### config.mk
export PLATFORM = sky130hd
export DESIGN_NAME = softmax_seq_ctrl_flat
export DESIGN_NICKNAME = d
export VERILOG_FILES = /design/src/rtl/softmax_seq_ctrl_if.sv /design/src/rtl/softmax_seq_ctrl.sv /design/src/flat_wrapper.sv
export SDC_FILE = /design/constraint.sdc
export NUM_CORES = 1
export LEC_CHECK = 0
export CAP_MARGIN = 20
export CORE_AREA = 2 2 71 73
export CTS_CLUSTER_DIAMETER = 60
export CTS_CLUSTER_SIZE = 8
export DETAILED_ROUTE_END_ITERATION = 16
export DIE_AREA = 0 0 73 75
export GPL_TIMING_DRIVEN = 0
export HOLD_SLACK_MARGIN = 0.02
export PLACE_DENSITY = 0.74
export SYNTH_ARGS = -nofsm -noshare
export SYNTH_HDL_FRONTEND = slang
export SYNTH_SLANG_ARGS = --single-unit
### constraint.sdc
create_clock -name clock -period 5.8 [get_ports clock]
set_input_delay 0.87 -clock clock [delete_from_list [all_inputs] [get_ports clock]]
set_output_delay 0.87 -clock clock [all_outputs]
set_load 0.02 [all_outputs]
### src/rtl/softmax_seq_ctrl_if.sv
// Control/status bundle between the softmax sequencer and its host/datapath.
// master drives run control; slave is the sequencer itself.
interface softmax_seq_ctrl_if #(
    parameter int ADDR_W = 10
);
    logic              start;
    logic [ADDR_W:0]   vec_len;
    logic              hold;
    logic              abort;
    logic              rd_en;
    logic [ADDR_W-1:0] address;
    logic [1:0]        phase;
    logic              acc_clr;
    logic              dv;
    logic              dv_first;
    logic              dv_last;
    logic [1:0]        dv_phase;
    logic              busy;
    logic              done;

    modport master (
        output start, vec_len, hold, abort,
        input  rd_en, address, phase, acc_clr,
        input  dv, dv_first, dv_last, dv_phase, busy, done
    );

    modport slave (
        input  start, vec_len, hold, abort,
        output rd_en, address, phase, acc_clr,
        output dv, dv_first, dv_last, dv_phase, busy, done
    );
endinterface

### src/rtl/softmax_seq_ctrl.sv
// Softmax sequencer: three bounded read passes (MAX, SUM, NORM) with
// per-pass accumulator clear and a read-latency-aligned tag pipe.
module softmax_seq_ctrl #(
    parameter int ADDR_W = 10,
    parameter int RD_LAT = 2
) (
    input logic               clock,
    input logic               reset,
    softmax_seq_ctrl_if.slave sif
);
    localparam int LEN_W = ADDR_W + 1;
    localparam int CNT_W = (RD_LAT > 1) ? $clog2(RD_LAT) : 1;
    localparam logic [LEN_W-1:0] MAX_LEN = {1'b1, {ADDR_W{1'b0}}};
    localparam logic [CNT_W-1:0] CNT_END = CNT_W'(RD_LAT - 1);

    typedef enum logic [3:0] {
        S_IDLE, S_CLR1, S_MAX,  S_DRN1,
        S_CLR2, S_SUM,  S_DRN2, S_CLR3,
        S_NORM, S_DRN3, S_DONE
    } state_t;

    state_t r_state;
    state_t w_next;

    logic [LEN_W-1:0]  r_len;
    logic [ADDR_W-1:0] r_addr;
    logic [CNT_W-1:0]  r_cnt;
    // tag layout: {valid, first, last, phase[1:0]}
    logic [4:0]        r_pipe [RD_LAT];

    logic [LEN_W-1:0]  w_len_in;
    logic              w_act;
    logic              w_hold;
    logic              w_abort;
    logic              w_issue;
    logic              w_clr;
    logic              w_drn;
    logic              w_first;
    logic              w_last;
    logic              w_drn_end;
    logic              w_rd;
    logic              w_dv;
    logic [1:0]        w_phase;
    logic [4:0]        w_tag;

    assign w_act     = (r_state != S_IDLE);
    assign w_hold    = sif.hold & w_act;
    assign w_abort   = sif.abort & w_act;
    assign w_len_in  = (sif.vec_len > MAX_LEN) ? MAX_LEN : sif.vec_len;
    assign w_issue   = (r_state == S_MAX) || (r_state == S_SUM) ||
                       (r_state == S_NORM);
    assign w_clr     = (r_state == S_CLR1) || (r_state == S_CLR2) ||
                       (r_state == S_CLR3);
    assign w_drn     = (r_state == S_DRN1) || (r_state == S_DRN2) ||
                       (r_state == S_DRN3);
    assign w_first   = (r_addr == '0);
    assign w_last    = ({1'b0, r_addr} == (r_len - LEN_W'(1)));
    assign w_drn_end = (r_cnt == CNT_END);
    assign w_rd      = w_issue & ~w_hold;
    assign w_tag     = {w_rd, w_rd & w_first, w_rd & w_last, w_phase};
    assign w_dv      = r_pipe[RD_LAT-1][4] & ~w_hold;

    always_comb begin
        w_phase = 2'd0;
        unique case (r_state)
            S_CLR1, S_MAX, S_DRN1:  w_phase = 2'd1;
            S_CLR2, S_SUM, S_DRN2:  w_phase = 2'd2;
            S_CLR3, S_NORM, S_DRN3: w_phase = 2'd3;
            default:                w_phase = 2'd0;
        endcase
    end

    always_ff @(posedge clock or negedge reset) begin
        if (!reset) r_state <= S_IDLE;
        else        r_state <= w_next;
    end

    always_comb begin
        w_next = r_state;
        if (w_abort) begin
            w_next = S_IDLE;
        end else if (r_state == S_IDLE) begin
            if (sif.start)
                w_next = (w_len_in == '0) ? S_DONE : S_CLR1;
        end else if (!w_hold) begin
            unique case (r_state)
                S_CLR1:  w_next = S_MAX;
                S_MAX:   if (w_last) w_next = S_DRN1;
                S_DRN1:  if (w_drn_end) w_next = S_CLR2;
                S_CLR2:  w_next = S_SUM;
                S_SUM:   if (w_last) w_next = S_DRN2;
                S_DRN2:  if (w_drn_end) w_next = S_CLR3;
                S_CLR3:  w_next = S_NORM;
                S_NORM:  if (w_last) w_next = S_DRN3;
                S_DRN3:  if (w_drn_end) w_next = S_DONE;
                S_DONE:  w_next = S_IDLE;
                default: w_next = S_IDLE;
            endcase
        end
    end

    always_ff @(posedge clock or negedge reset) begin
        if (!reset) begin
            r_len  <= '0;
            r_addr <= '0;
            r_cnt  <= '0;
            for (int i = 0; i < RD_LAT; i++) r_pipe[i] <= '0;
        end else if (w_abort) begin
            r_addr <= '0;
            r_cnt  <= '0;
            for (int i = 0; i < RD_LAT; i++) r_pipe[i] <= '0;
        end else if (!w_hold) begin
            if ((r_state == S_IDLE) && sif.start)
                r_len <= w_len_in;
            // natural wrap covers the full 2**ADDR_W length
            if (w_issue)
                r_addr <= r_addr + ADDR_W'(1);
            if (w_drn) begin
                r_cnt <= w_drn_end ? '0 : r_cnt + CNT_W'(1);
                if (w_drn_end) r_addr <= '0;
            end
            r_pipe[0] <= w_tag;
            for (int i = 1; i < RD_LAT; i++) r_pipe[i] <= r_pipe[i-1];
        end
    end

    assign sif.rd_en    = w_rd;
    assign sif.address  = r_addr;
    assign sif.phase    = w_phase;
    assign sif.acc_clr  = w_clr & ~w_hold;
    assign sif.dv       = w_dv;
    assign sif.dv_first = r_pipe[RD_LAT-1][3] & w_dv;
    assign sif.dv_last  = r_pipe[RD_LAT-1][2] & w_dv;
    assign sif.dv_phase = r_pipe[RD_LAT-1][1:0];
    assign sif.busy     = w_act & ~((r_state == S_DONE) & ~w_hold);
    assign sif.done     = (r_state == S_DONE) & ~w_hold & ~sif.abort;
endmodule

### src/flat_wrapper.sv
// flat-port wrapper written by rule: the top's interface ports become plain ports
module softmax_seq_ctrl_flat 
#(
    parameter int ADDR_W = 10,
    parameter int RD_LAT = 2
)
  (clock, reset, sif_start, sif_vec_len, sif_hold, sif_abort, sif_rd_en, sif_address, sif_phase, sif_acc_clr, sif_dv, sif_dv_first, sif_dv_last, sif_dv_phase, sif_busy, sif_done);
  softmax_seq_ctrl_if #(.ADDR_W(ADDR_W)) sif_i ();
  input logic clock;
  input logic reset;
  input wire logic [$bits(sif_i.start)-1:0] sif_start;
  input wire logic [$bits(sif_i.vec_len)-1:0] sif_vec_len;
  input wire logic [$bits(sif_i.hold)-1:0] sif_hold;
  input wire logic [$bits(sif_i.abort)-1:0] sif_abort;
  output wire logic [$bits(sif_i.rd_en)-1:0] sif_rd_en;
  output wire logic [$bits(sif_i.address)-1:0] sif_address;
  output wire logic [$bits(sif_i.phase)-1:0] sif_phase;
  output wire logic [$bits(sif_i.acc_clr)-1:0] sif_acc_clr;
  output wire logic [$bits(sif_i.dv)-1:0] sif_dv;
  output wire logic [$bits(sif_i.dv_first)-1:0] sif_dv_first;
  output wire logic [$bits(sif_i.dv_last)-1:0] sif_dv_last;
  output wire logic [$bits(sif_i.dv_phase)-1:0] sif_dv_phase;
  output wire logic [$bits(sif_i.busy)-1:0] sif_busy;
  output wire logic [$bits(sif_i.done)-1:0] sif_done;
  assign sif_i.start = sif_start;
  assign sif_i.vec_len = sif_vec_len;
  assign sif_i.hold = sif_hold;
  assign sif_i.abort = sif_abort;
  assign sif_rd_en = sif_i.rd_en;
  assign sif_address = sif_i.address;
  assign sif_phase = sif_i.phase;
  assign sif_acc_clr = sif_i.acc_clr;
  assign sif_dv = sif_i.dv;
  assign sif_dv_first = sif_i.dv_first;
  assign sif_dv_last = sif_i.dv_last;
  assign sif_dv_phase = sif_i.dv_phase;
  assign sif_busy = sif_i.busy;
  assign sif_done = sif_i.done;
  softmax_seq_ctrl #(.ADDR_W(ADDR_W), .RD_LAT(RD_LAT)) u_core (.clock(clock), .reset(reset), .sif(sif_i));
endmodule
# == After elaboration in Yosys (flattened, before gate mapping) ==
# Memory sizes are Yosys's and may differ from the RTL's.
# Cells that the tools add are included.
# totals
n_memories,1
mem_bits_ro,32
out_inout_bits,21
register_bits,36
# mem_list
memory,depth,width,rd,rd_ports_with_merged_regs,wr,line,rtl
(name not given),16,2,1,0,0,softmax_seq_ctrl.sv:65,unique case (r_state)
# classes
n_eq_ne,20
bitwise,16
magnitude_cmp,1
reduce_logical,15
muxes,24
add_sub_neg,3
# op_table
operator,count
10-bit 2-to-1 mux,7
4-bit 2-to-1 mux,11
4-bit case mux with 9 select lines,1
"4-bit by 2-bit inequality test with 1-bit output, second input constant",6
"4-bit by 3-bit equality test with 1-bit output, second input constant",4
1-bit AND,12
"4-bit equality test, second input constant",3
10-bit by 11-bit equality test with 1-bit output,1
"11-bit greater-than comparator, second input constant",1
11-bit logical NOT,1
11-bit 2-to-1 mux,1
"11-bit by 1-bit subtractor with 11-bit output, second input constant",1
"10-bit by 1-bit adder with 10-bit output, second input constant",1
10-bit logical NOT,1
"4-bit by 2-bit equality test with 1-bit output, second input constant",2
8-bit AND reduction,1
1-bit logical OR,6
"4-bit by 1-bit equality test with 1-bit output, second input constant",1
4-bit logical NOT,1
1-bit 2-to-1 mux,4
1-bit NOT,4
4-bit nonzero test,1
"3-bit by 2-bit inequality test with 1-bit output, second input constant",1
"3-bit inequality test, second input constant",1
other kinds (6),6

# == Depth between registers and ports, before layout ==
# depth
depth_word,8
ltp_mapped,9
mapped_depth_nobuf,9

# == Least setup slack after synthesis ==
# OpenSTA, ideal clock, no wires.
# synth_path
path_kind,input port to output port
startpoint,input port sif_abort
endpoint,output port sif_done
path_slack_ns,3.102
n_path_buf,1
stages,2
required_ns,4.930
arrival_ns,1.828
cell_sequence,clkbuf_1 -> nor4b_1
# synth_via
elab_chain_len,2
# synth_lines
item,line,rtl
start: declaration,flat_wrapper.sv:14,input wire logic [$bits(sif_i.abort)-1:0] sif_abort;
1-bit NOT,softmax_seq_ctrl.sv:136,assign sif.done = (r_state == S_DONE) & ~w_hold & ~sif.abort;
1-bit AND,softmax_seq_ctrl.sv:136,
end: declaration,flat_wrapper.sv:24,output wire logic [$bits(sif_i.done)-1:0] sif_done;
# No other way between the ends.

# == Worst setup path in the final report ==
# Same ends and word-level chain as after synthesis.

==> results.md <==
- Placed Cells incl. Taps: 350
- Slew Viols, Final: 0
- CP Launch Point: sif_abort
- Synth Instances: around 260
- Synth Area in XOR/XNOR: ~5.0%
- WL final: about 5000 µm
- CP Cell Sequence: clkdlybuf4s50_1 > clkbuf_1 > nor4b_1 > clkdlybuf4s50_1
- Root Buffer: clkbuf_8
- Postcts setup bufs: 0
- Final net count: 322
- Die X: around 73 µm
- Die area: ~5500 µm²
- Vias in the first global route: around 1,900
- Clk buf depth: 2
- Total gr overflow: 0
- Largest net degree at the start of global routing: 37
- Post-synth cell types: 46
- Main flop type after synthesis: dfrtp_1
- Data arrival time of the worst path: around 2.7 ns
- Remaining antenna violation count after routing: 0
- # setup viols final: 0
- Fin cells: around 360
- R2r startpoint: u_core.r_len[0]$_DFFE_PN0P_
- Leak pwr: 1.19 nW
- R2R Setup Slk: slightly above 3 ns
- Crit Path Class: in -> out
- Clk pwr share: ~14%
- Post-synth EDFFs: 0
- Min-delay src: u_core.r_pipe[9]$_DFFE_PN0P_
- Crit path to: sif_done
- DPL Wire Length: 3740 µm
- Switching power: roughly 0.00053 W
- Vias per cell: around 5.8
- Min-Delay Path Class: reg -> reg
- Via Count: 2,073
- Buffers on Ports: 35
- Fin crit period: 3.55 ns
- Power Total: ~0.0012 W
- Setup WS post-layout: 2.25 ns
- Crit path buffers/inverters: 3
- Hold Buf Count CTS: 0
- Pre-antenna DRT Iters: 4
- Endpoints failing hold: 0
- Avg Cell Area, Syn: between 8 and 9 µm²
- CP Depth: 4
- RSZ-0062 raised after global routing: false
- Worst R2R Path Depth: 9
- Cts repair resizes: 0
- Pre-CTS setup slack: 2.27 ns
- Die Ht: between 70 and 80 µm
- Clock Sinks: 36
- Startpoint types: input port
- Slew HR: a little over a third
- Combinational fraction of design power: between 50% and 60%
- RD Place Congestion: approximately 0.88
- Max-cap violations: 0
- Crit Path Max Fanout: 10
- CTS tree: yes
- Synth async-reset ratio: between 90% and 100%
- Overall Global Routing Usage: between 20 and 25%
- Worst vdd ir: 0.195 mV
- Pwr Density: 447 nW/µm²
- Area Growth Syn to Fin: 22.2%
- Post-Synthesis Cell Area: approximately 2300 µm²
- Clk Latency, worst-skew pair: approximately 0.28 ns
- Post-synthesis mux area share: 1.98%
- Core ar.: 4660 µm²
- Switching share of power: approximately 43%
- CP peak stage delay: 0.66 ns
- Post-Synth Adder-Cell Area: 1.65%
- Iter 0 DRT Violations: roughly 170
- Slowest stage cell, crit path: clkdlybuf4s50_1
- Routed wire per std cell: roughly 14 µm
- RR Endpoint: u_core.r_state[0]$_DFFE_PN0P_
- Worst EP required: 4.93 ns
- DRC violations left: 0
- Post-Syn Nets: 280
- Seq/Total Area, Yosys: around two fifths
- Initial antenna violation count: 0
- CTS HTree Levels: 2
- Worst-Margin Slew: ~0.96 ns
- Pint: about 0.00071 W
- Clock skew: approximately 0.0038 ns
- Crit end category: output pin
- Largest family of logic cells by synthesized area: simple AND/OR/NAND/NOR gates
- Reg clk slew, reported paths: ~0.07 ns
- First-pass GRT wire length: 8710 µm
- Synth Area in Simple Gates: about a quarter
- Cell mode on critical path: clkdlybuf4s50_1
- CTS Buf Count: 5
- Ys Warns: 0
- Fmax achieved: 0.282 GHz
- Filler Cell Count: between 400 and 500
- Fin crit share: 61.2%
- Hold depth: 1
- Outcome: finished, final reports clean
- # rows: 25
- Yosys reg bits: 36
- CP delay by family, top: buffers and inverters
- Initial Utilization: 48.9%
- Share of cells above drive strength 1: 7.89%
- N_diodes: 0
- IO Count: 37
- Synth Area in Compound Gates: 21.9%
- Setup TNS Final: 0 ns
- Reg power frac: 31.5%
Yosys cell counts, types with 4 or more instances:
cell	count	share of area, %
xnor2_1	6	2.3
nor2_1	26	4.3
dfrtp_1	36	40
nand3_1	5	1.1
nor4_1	9	2.5
nand2_1	25	4.1
clkbuf_1	12	2.0
mux2_2	4	2.0
o21ai_0	19	4.2
nor2b_1	4	1.1
a22o_1	19	7.3
o31ai_1	4	1.3
xor2_1	7	2.7
a21oi_1	10	2.2
nor3_1	6	1.3
inv_1	9	1.5
nand2b_1	9	2.5
cell type report:
type                    count  area (µm²)  share of cell area (%)
multi-input cells         198        1260                    45.4
flip-flops and latches     36         901                    32.4
repair buffers             35         345                    12.4
clock buffers               6        82.6                    2.97
plain buffers              18        78.8                    2.83
well taps                  54        67.6                    2.43
inverters                   9        33.8                    1.21
clock inverters             2        10.0                   0.360
layout by cell type, fill, tap and decap left out, types with 3 or more instances in the layout:
cell              n
a21oi_1          10
a22o_1           19
a31oi_1           3
and2_1            3
and3_1            3
buf_2             4
clkbuf_1         12
clkbuf_8          6
clkdlybuf4s50_1  34
dfrtp_1          36
ha_1              3
inv_1             9
mux2_2            4
nand2_1          25
nand2b_1          9
nand3_1           5
nand3b_1          3
nand4_1           3
nor2_1           26
nor2b_1           4
nor3_1            6
nor4_1            9
nor4_2            3
nor4b_1           3
o21ai_0          19
o31ai_1           4
xnor2_1           6
xor2_1            7
cell families (layout without fill, tap and decap cells):
| family | Yosys count | after routing |
|---|---|---|
| xor+xnor | 13 | 13 |
| fa+ha+maj | 3 | 3 |
| buf+inv | 27 | 70 |
| mux | 4 | 4 |
| compound gates | 72 | 72 |
| simple gates | 106 | 106 |
| flops | 36 | 36 |
registers in the layout, indices dropped and copies added, names as in the netlist:
name	count
u_core.r_pipe	8
u_core.sif.dv_phase	2
u_core.r_state	4
u_core.sif.address	10
u_core.r_len	11
u_core.r_cnt	1
power by group through the flow:
stage / Sequential, W / Clock, W / Combinational [W]
after floorplan: 0.000383 / 0 / 0.000487
after global placement: 0.000394 / 0 / 0.000655
after detailed placement: 0.000396 / 0 / 0.000666
after CTS: 0.000391 / 0.000183 / 0.000672
after global routing: 0.000405 / 0.000194 / 0.000743
final: 0.000392 / 0.000178 / 0.000673
stage by stage:
| stage | instance area, µm² | utilization (%) | hold WS, ns |
|---|---|---|---|
| 2_1_floorplan | 2280 | - | 0.447 |
| 6_report | 2780 | 59.7 | 0.486 |
| 4_1_cts | 2780 | 59.7 | 0.488 |
| 5_1_grt | 2780 | 59.7 | 0.519 |
| 3_3_place_gp | 2700 | 57.8 | 0.465 |
| 3_5_place_dp | 2690 | 57.7 | 0.475 |
metal layers:
layer	share of wire, %	GRT usage, %	up-vias
li1	-	-	1029
met1	49	28.8	972
met2	46	32.4	67
met3	4.7	2.81	5
met4	0.90	5.14	0
met5	0	0	-
worst register-to-register path, delay by kind of cell, from the launching register on:
kind,cells,cell delay [ns]
compound gates,3,0.64
mux,1,0.36
flops,1,0.44
simple gates,3,0.83
buf+inv,1,0.08
fa+ha+maj,1,0.24
how the worst min path moves through the flow:
stage / slack [ns] / endpoint
CTS: 0.49 / u_core.r_cnt$_DFFE_PN0P_
finish: 0.49 / u_core.r_pipe[9]$_DFFE_PN0P_
global placement: 0.46 / u_core.r_pipe[9]$_DFFE_PN0P_
floorplan: 0.45 / u_core.r_cnt$_DFFE_PN0P_
detailed placement: 0.48 / u_core.r_pipe[9]$_DFFE_PN0P_
global route: 0.52 / u_core.r_cnt$_DFFE_PN0P_
No activity file was read; power rests on OpenSTA's default activity.
==> RTL change 1, RTL diff (config.mk and constraints unchanged) <==
Reset style: synchronous (`reset`), changed in 2 clocked blocks.
--- a/src/rtl/softmax_seq_ctrl.sv
+++ b/src/rtl/softmax_seq_ctrl.sv
@@ -71,5 +71,5 @@
     end
 
-    always_ff @(posedge clock or negedge reset) begin
+    always_ff @(posedge clock) begin
         if (!reset) r_state <= S_IDLE;
         else        r_state <= w_next;
@@ -100,5 +100,5 @@
     end
 
-    always_ff @(posedge clock or negedge reset) begin
+    always_ff @(posedge clock) begin
         if (!reset) begin
             r_len  <= '0;
Function: differs if reset is asserted again (counterexample within 4 cycles, from zero or initial values and one cycle with reset low); with reset held inactive, the same outputs for 10 cycles.
==> RTL change 1 against the original RTL <==
Worst setup slack improved by 0.26 ns. Critical endpoint is now sif_rd_en. Wire length decreased by 4.2%. Largest cell class unchanged. Maximum frequency grew 8.0%. Total power down 12%. Area after synthesis up 1.1%. Final area is 0.36% higher. Non-clock buffer count shrank 2. Sequential cell count grew 2. Count of clock-buffer cells in the layout unchanged. Sequential share of layout area decreased by 1.5 points.
==> RTL change 1: results (changes against the original RTL) <==
[logic_synthesis]
synth.top_cells.by_count = sky130_fd_sc_hd__nor2_1, sky130_fd_sc_hd__dfxtp_1, sky130_fd_sc_hd__a21oi_1, sky130_fd_sc_hd__nand2_1, sky130_fd_sc_hd__xor2_1  ; was sky130_fd_sc_hd__dfrtp_1, sky130_fd_sc_hd__nor2_1, sky130_fd_sc_hd__nand2_1, sky130_fd_sc_hd__a22o_1, sky130_fd_sc_hd__o21ai_0
avgSynthCellArea_sq_um = 8.69  ; was 8.72 sq um
synth.area.mux_share_pct = 0.435  ; was 1.98%
synthDistinctLibCells = 58  ; was 46
async_reset_ff_share_pct = 0  ; was 100%
synth_adder_area_share_pct = 1.63  ; was 1.65%
syn_nets = 284  ; was 280
post_synth_edffs = 10  ; was 0

[drt]
postRouteWirelength_um = 4920  ; was 5130 um
wirelength_met1_um = 2360  ; was 2510 um

[pwr]
powerClk_w = 0.000174  ; was 0.000178 W
power.leakage_nw = 1.03  ; was 1.19 nW

[status]
run_status = completed  ; unchanged

[final_layout]
fillCellCount = 422  ; was 428

[worst_setup_path]
worst_r2r_path_depth = 10  ; was 9
crit_arrival_ns = 2.41  ; was 2.68 ns

[global_routing]
grt_use_met3_pct = 4.42  ; was 2.81%
grt_pass1_wl_um = 8050  ; was 8710 um
grt_pass1_vias = 1850  ; was 1894

[sta]
finalClockSkew_ns = 0.00675  ; was 0.00377 ns

[place]
dp.final_hpwl_um = 3670  ; was 3740 um
cell_area_after_placement_sq_mm = 0.00271  ; was 0.00269 sq mm
dp_worst_setup_slack_ns = 2.65  ; was 2.27 ns
dp_cells = 353  ; was 350
place_congestion = 0.904  ; was 0.880

==> RTL change 1: cell count changes in the layout (fill, tap and decap cells not counted), moves of 6 or more <==
cell / unedited run / this run
sky130_fd_sc_hd__o21ai_0: 19 / 6
sky130_fd_sc_hd__and2_1: 3 / 9
sky130_fd_sc_hd__edfxtp_1: 0 / 10
sky130_fd_sc_hd__nand2b_1: 9 / 2
sky130_fd_sc_hd__nand2_1: 25 / 17
sky130_fd_sc_hd__a22o_1: 19 / 0
sky130_fd_sc_hd__nor3b_1: 0 / 7
sky130_fd_sc_hd__a21oi_1: 10 / 19
sky130_fd_sc_hd__dfrtp_1: 36 / 0
sky130_fd_sc_hd__dfxtp_1: 0 / 28
sky130_fd_sc_hd__xor2_1: 7 / 14
sky130_fd_sc_hd__nor2b_1: 4 / 12
==> RTL change 1: path summary, 6_finish.rpt <==
check,start,to,slack [ns]
max,u_core.r_state[2],sif_rd_en,2.52
min,u_core.r_len[10],u_core.r_len[10],0.50
min reg2reg,u_core.r_len[10],u_core.r_len[10],0.50
max reg2reg,u_core.r_len[0],u_core.sif.phase[0],2.65
==> RTL change 1: cell type report <==
| class | count | area, sq um | area share (%) |
|---|---|---|---|
| clock inverters | 2 | 10.0 | 0.358 |
| clock buffers | 6 | 72.6 | 2.60 |
| well taps | 54 | 67.6 | 2.42 |
| inverters | 6 | 22.5 | 0.806 |
| flip-flops and latches | 38 | 861 | 30.8 |
| repair buffers | 34 | 340 | 12.2 |
| plain buffers | 17 | 91.3 | 3.27 |
| multi-input cells | 204 | 1330 | 47.5 |
==> RTL change 1: worst max-delay path: cells and delay by family (launching register included) <==
family          cells  cell delay [ns]
compound gates      1             0.11
simple gates        3             0.64
buf+inv             2             1.04
flops               1             0.33
==> RTL change 2, RTL diff (same settings) <==
Without the edit above. `ADDR_W` is set to 10 in 3 places; all go to 8.
--- a/src/rtl/softmax_seq_ctrl_if.sv
+++ b/src/rtl/softmax_seq_ctrl_if.sv
@@ -2,5 +2,5 @@
 // master drives run control; slave is the sequencer itself.
 interface softmax_seq_ctrl_if #(
-    parameter int ADDR_W = 10
+    parameter int ADDR_W = 8
 );
     logic              start;
--- a/src/rtl/softmax_seq_ctrl.sv
+++ b/src/rtl/softmax_seq_ctrl.sv
@@ -2,5 +2,5 @@
 // per-pass accumulator clear and a read-latency-aligned tag pipe.
 module softmax_seq_ctrl #(
-    parameter int ADDR_W = 10,
+    parameter int ADDR_W = 8,
     parameter int RD_LAT = 2
 ) (
--- a/src/flat_wrapper.sv
+++ b/src/flat_wrapper.sv
@@ -2,5 +2,5 @@
 module softmax_seq_ctrl_flat 
 #(
-    parameter int ADDR_W = 10,
+    parameter int ADDR_W = 8,
     parameter int RD_LAT = 2
 )
Ports: changed (resized sif_address and sif_vec_len); port bits go from 37 to 33. No check against the original RTL was run, so the function may have changed too.
==> RTL change 2 against the original RTL <==
Sequential cell count is 4 lower. Final area fell by 11%. First-iteration DRC count is 33% lower. Total power is 9.8% lower. Critical path depth stayed put. Area after synthesis down 10%. Worst setup slack improved by 0.21 ns. Wire length shrank 17%.
==> RTL change 2: results (changes against the original RTL) <==
[status]
run_status = completed  ; unchanged

[global_routing]
met2_usage_pct = 27.7  ; was 32.4%
groute.layer.met1.usage_pct = 25.4  ; was 28.8%
gr-usage-all-layers_pct = 17.9  ; was 20.2%
grt_use_met3_pct = 3.21  ; was 2.81%
grt_pass1_wl_um = 7660  ; was 8710 um
grt_max_degree = 33  ; was 37

[final_layout]
largest_register_ffs = 9  ; was 11
finish.net_count = 291  ; was 322
layout-drive-gt1-share_pct = 6.57  ; was 7.89%

[clock_tree]
clock_path_buffers = 2  ; unchanged
cts_root_buf = sky130_fd_sc_hd__clkbuf_8  ; unchanged
clk_pin_slew_ns = 0.07  ; about the same
cts_resized = 0  ; unchanged
max_h_tree_level = 2  ; unchanged

[sta]
timing.max_slew.rel_slack_pct = 53.1  ; was 35.4%
finalClockSkew_ns = 0.00605  ; was 0.00377 ns

[pwr]
sw_frac_of_total_pct = 42.4  ; was 42.8%
vdd.ir_drop.worst_mv = 0.220  ; was 0.195 mV
power.leakage_nw = 1.04  ; was 1.19 nW

[logic_synthesis]
syn_nets = 254  ; was 280
synth.top_cells.by_count = sky130_fd_sc_hd__dfrtp_1, sky130_fd_sc_hd__nand2_1, sky130_fd_sc_hd__nor2_1, sky130_fd_sc_hd__o21ai_0  ; was sky130_fd_sc_hd__dfrtp_1, sky130_fd_sc_hd__nor2_1, sky130_fd_sc_hd__nand2_1, sky130_fd_sc_hd__a22o_1, sky130_fd_sc_hd__o21ai_0
synth-seq-area-share_pct = 39.1  ; was 39.6%
synthDistinctLibCells = 47  ; was 46
synth_area_leaders = sky130_fd_sc_hd__dfrtp_1, sky130_fd_sc_hd__nand2_1, sky130_fd_sc_hd__xnor2_1, sky130_fd_sc_hd__o21ai_0, sky130_fd_sc_hd__nor2_1  ; was sky130_fd_sc_hd__dfrtp_1, sky130_fd_sc_hd__a22o_1, sky130_fd_sc_hd__nor2_1, sky130_fd_sc_hd__o21ai_0, sky130_fd_sc_hd__nand2_1

[worst_setup_path]
crit_arrival_ns = 2.46  ; was 2.68 ns
rr_startpoint = u_core.r_state[0]  ; was u_core.r_len[0]
worst_r2r_path_depth = 6  ; was 9
ff2ff_setup_slack_ns = 3.13  ; was 3.10 ns

[place]
port_buffers = 30  ; was 35
cell_area_after_placement_sq_mm = 0.00241  ; was 0.00269 sq mm
dp.final_hpwl_um = 3270  ; was 3740 um
place_congestion = 0.820  ; was 0.880

[drt]
drt_iter0_drc = 117  ; was 174
routedWlPerCell_um = 13.0  ; was 14.3 um
via_count = 1742  ; was 2073

[hold_path]
worstHoldPathCells = 2  ; was 1

==> RTL change 2: area by class of cell <==
class	count	area (sq um)
flip-flops and latches	32	801
fillers	452	2170
well taps	54	67.6
multi-input cells	183	1150
repair buffers	30	295
clock inverters	2	12.5
plain buffers	13	63.8
inverters	9	33.8
clock buffers	5	68.8
==> RTL change 2: kinds of logic after synthesis <==
| kind of cell | Yosys count | synth area share (%) |
|---|---|---|
| buf+inv | 22 | 4.77 |
| compound gates | 59 | 19.4 |
| xor+xnor | 17 | 7.28 |
| fa+ha+maj | 3 | 1.84 |
| flops | 32 | 39.1 |
| mux | 3 | 1.65 |
| simple gates | 101 | 25.9 |
==> RTL change 2: critical path: stages <==
cell and delay, ns:
sky130_fd_sc_hd__clkdlybuf4s50_1 0.42, sky130_fd_sc_hd__clkbuf_1 0.22, sky130_fd_sc_hd__nor4b_1 0.29, sky130_fd_sc_hd__clkdlybuf4s50_1 0.66
==> RTL change 2: routing by layer <==
layer	part of all wire [%]	routed length, um
met1	51	2170
met2	44	1900
met3	3.2	138
met4	1.6	68
met5	0	0
==> RTL change 2: power by group through the flow <==
stage	combinational [W]	clock (W)	sequential [W]
floorplan	0.000449	0	0.000341
global placement	0.000600	0	0.000350
detailed placement	0.000612	0	0.000352
CTS	0.000614	0.000166	0.000348
global route	0.000681	0.000177	0.000358
finish	0.000609	0.000164	0.000348
==> RTL change 2: worst min path at each step <==
stage,endpoint,start,slack (ns)
detailed placement,u_core.r_pipe[8],u_core.r_pipe[8],0.48
CTS,u_core.r_pipe[8],u_core.r_pipe[8],0.49
global route,u_core.r_pipe[4],u_core.r_pipe[9],0.52
global placement,u_core.r_pipe[7],u_core.r_pipe[7],0.46
floorplan,u_core.r_pipe[9],u_core.r_pipe[9],0.45
finish,u_core.r_pipe[8],u_core.r_pipe[8],0.49
==> RTL change 2: stage by stage <==
step | cells | setup slack [ns] | hold WS [ns] | utilization, %
6_report | 328 | 2.47 | 0.489 | 53.4
5_1_grt | 328 | 2.42 | 0.519 | 53.4
3_3_place_gp | 321 | 2.46 | 0.464 | 51.8
3_5_place_dp | 321 | 2.49 | 0.476 | 51.7
2_1_floorplan | 237 | 3.13 | 0.448 | -
4_1_cts | 328 | 2.47 | 0.491 | 53.4
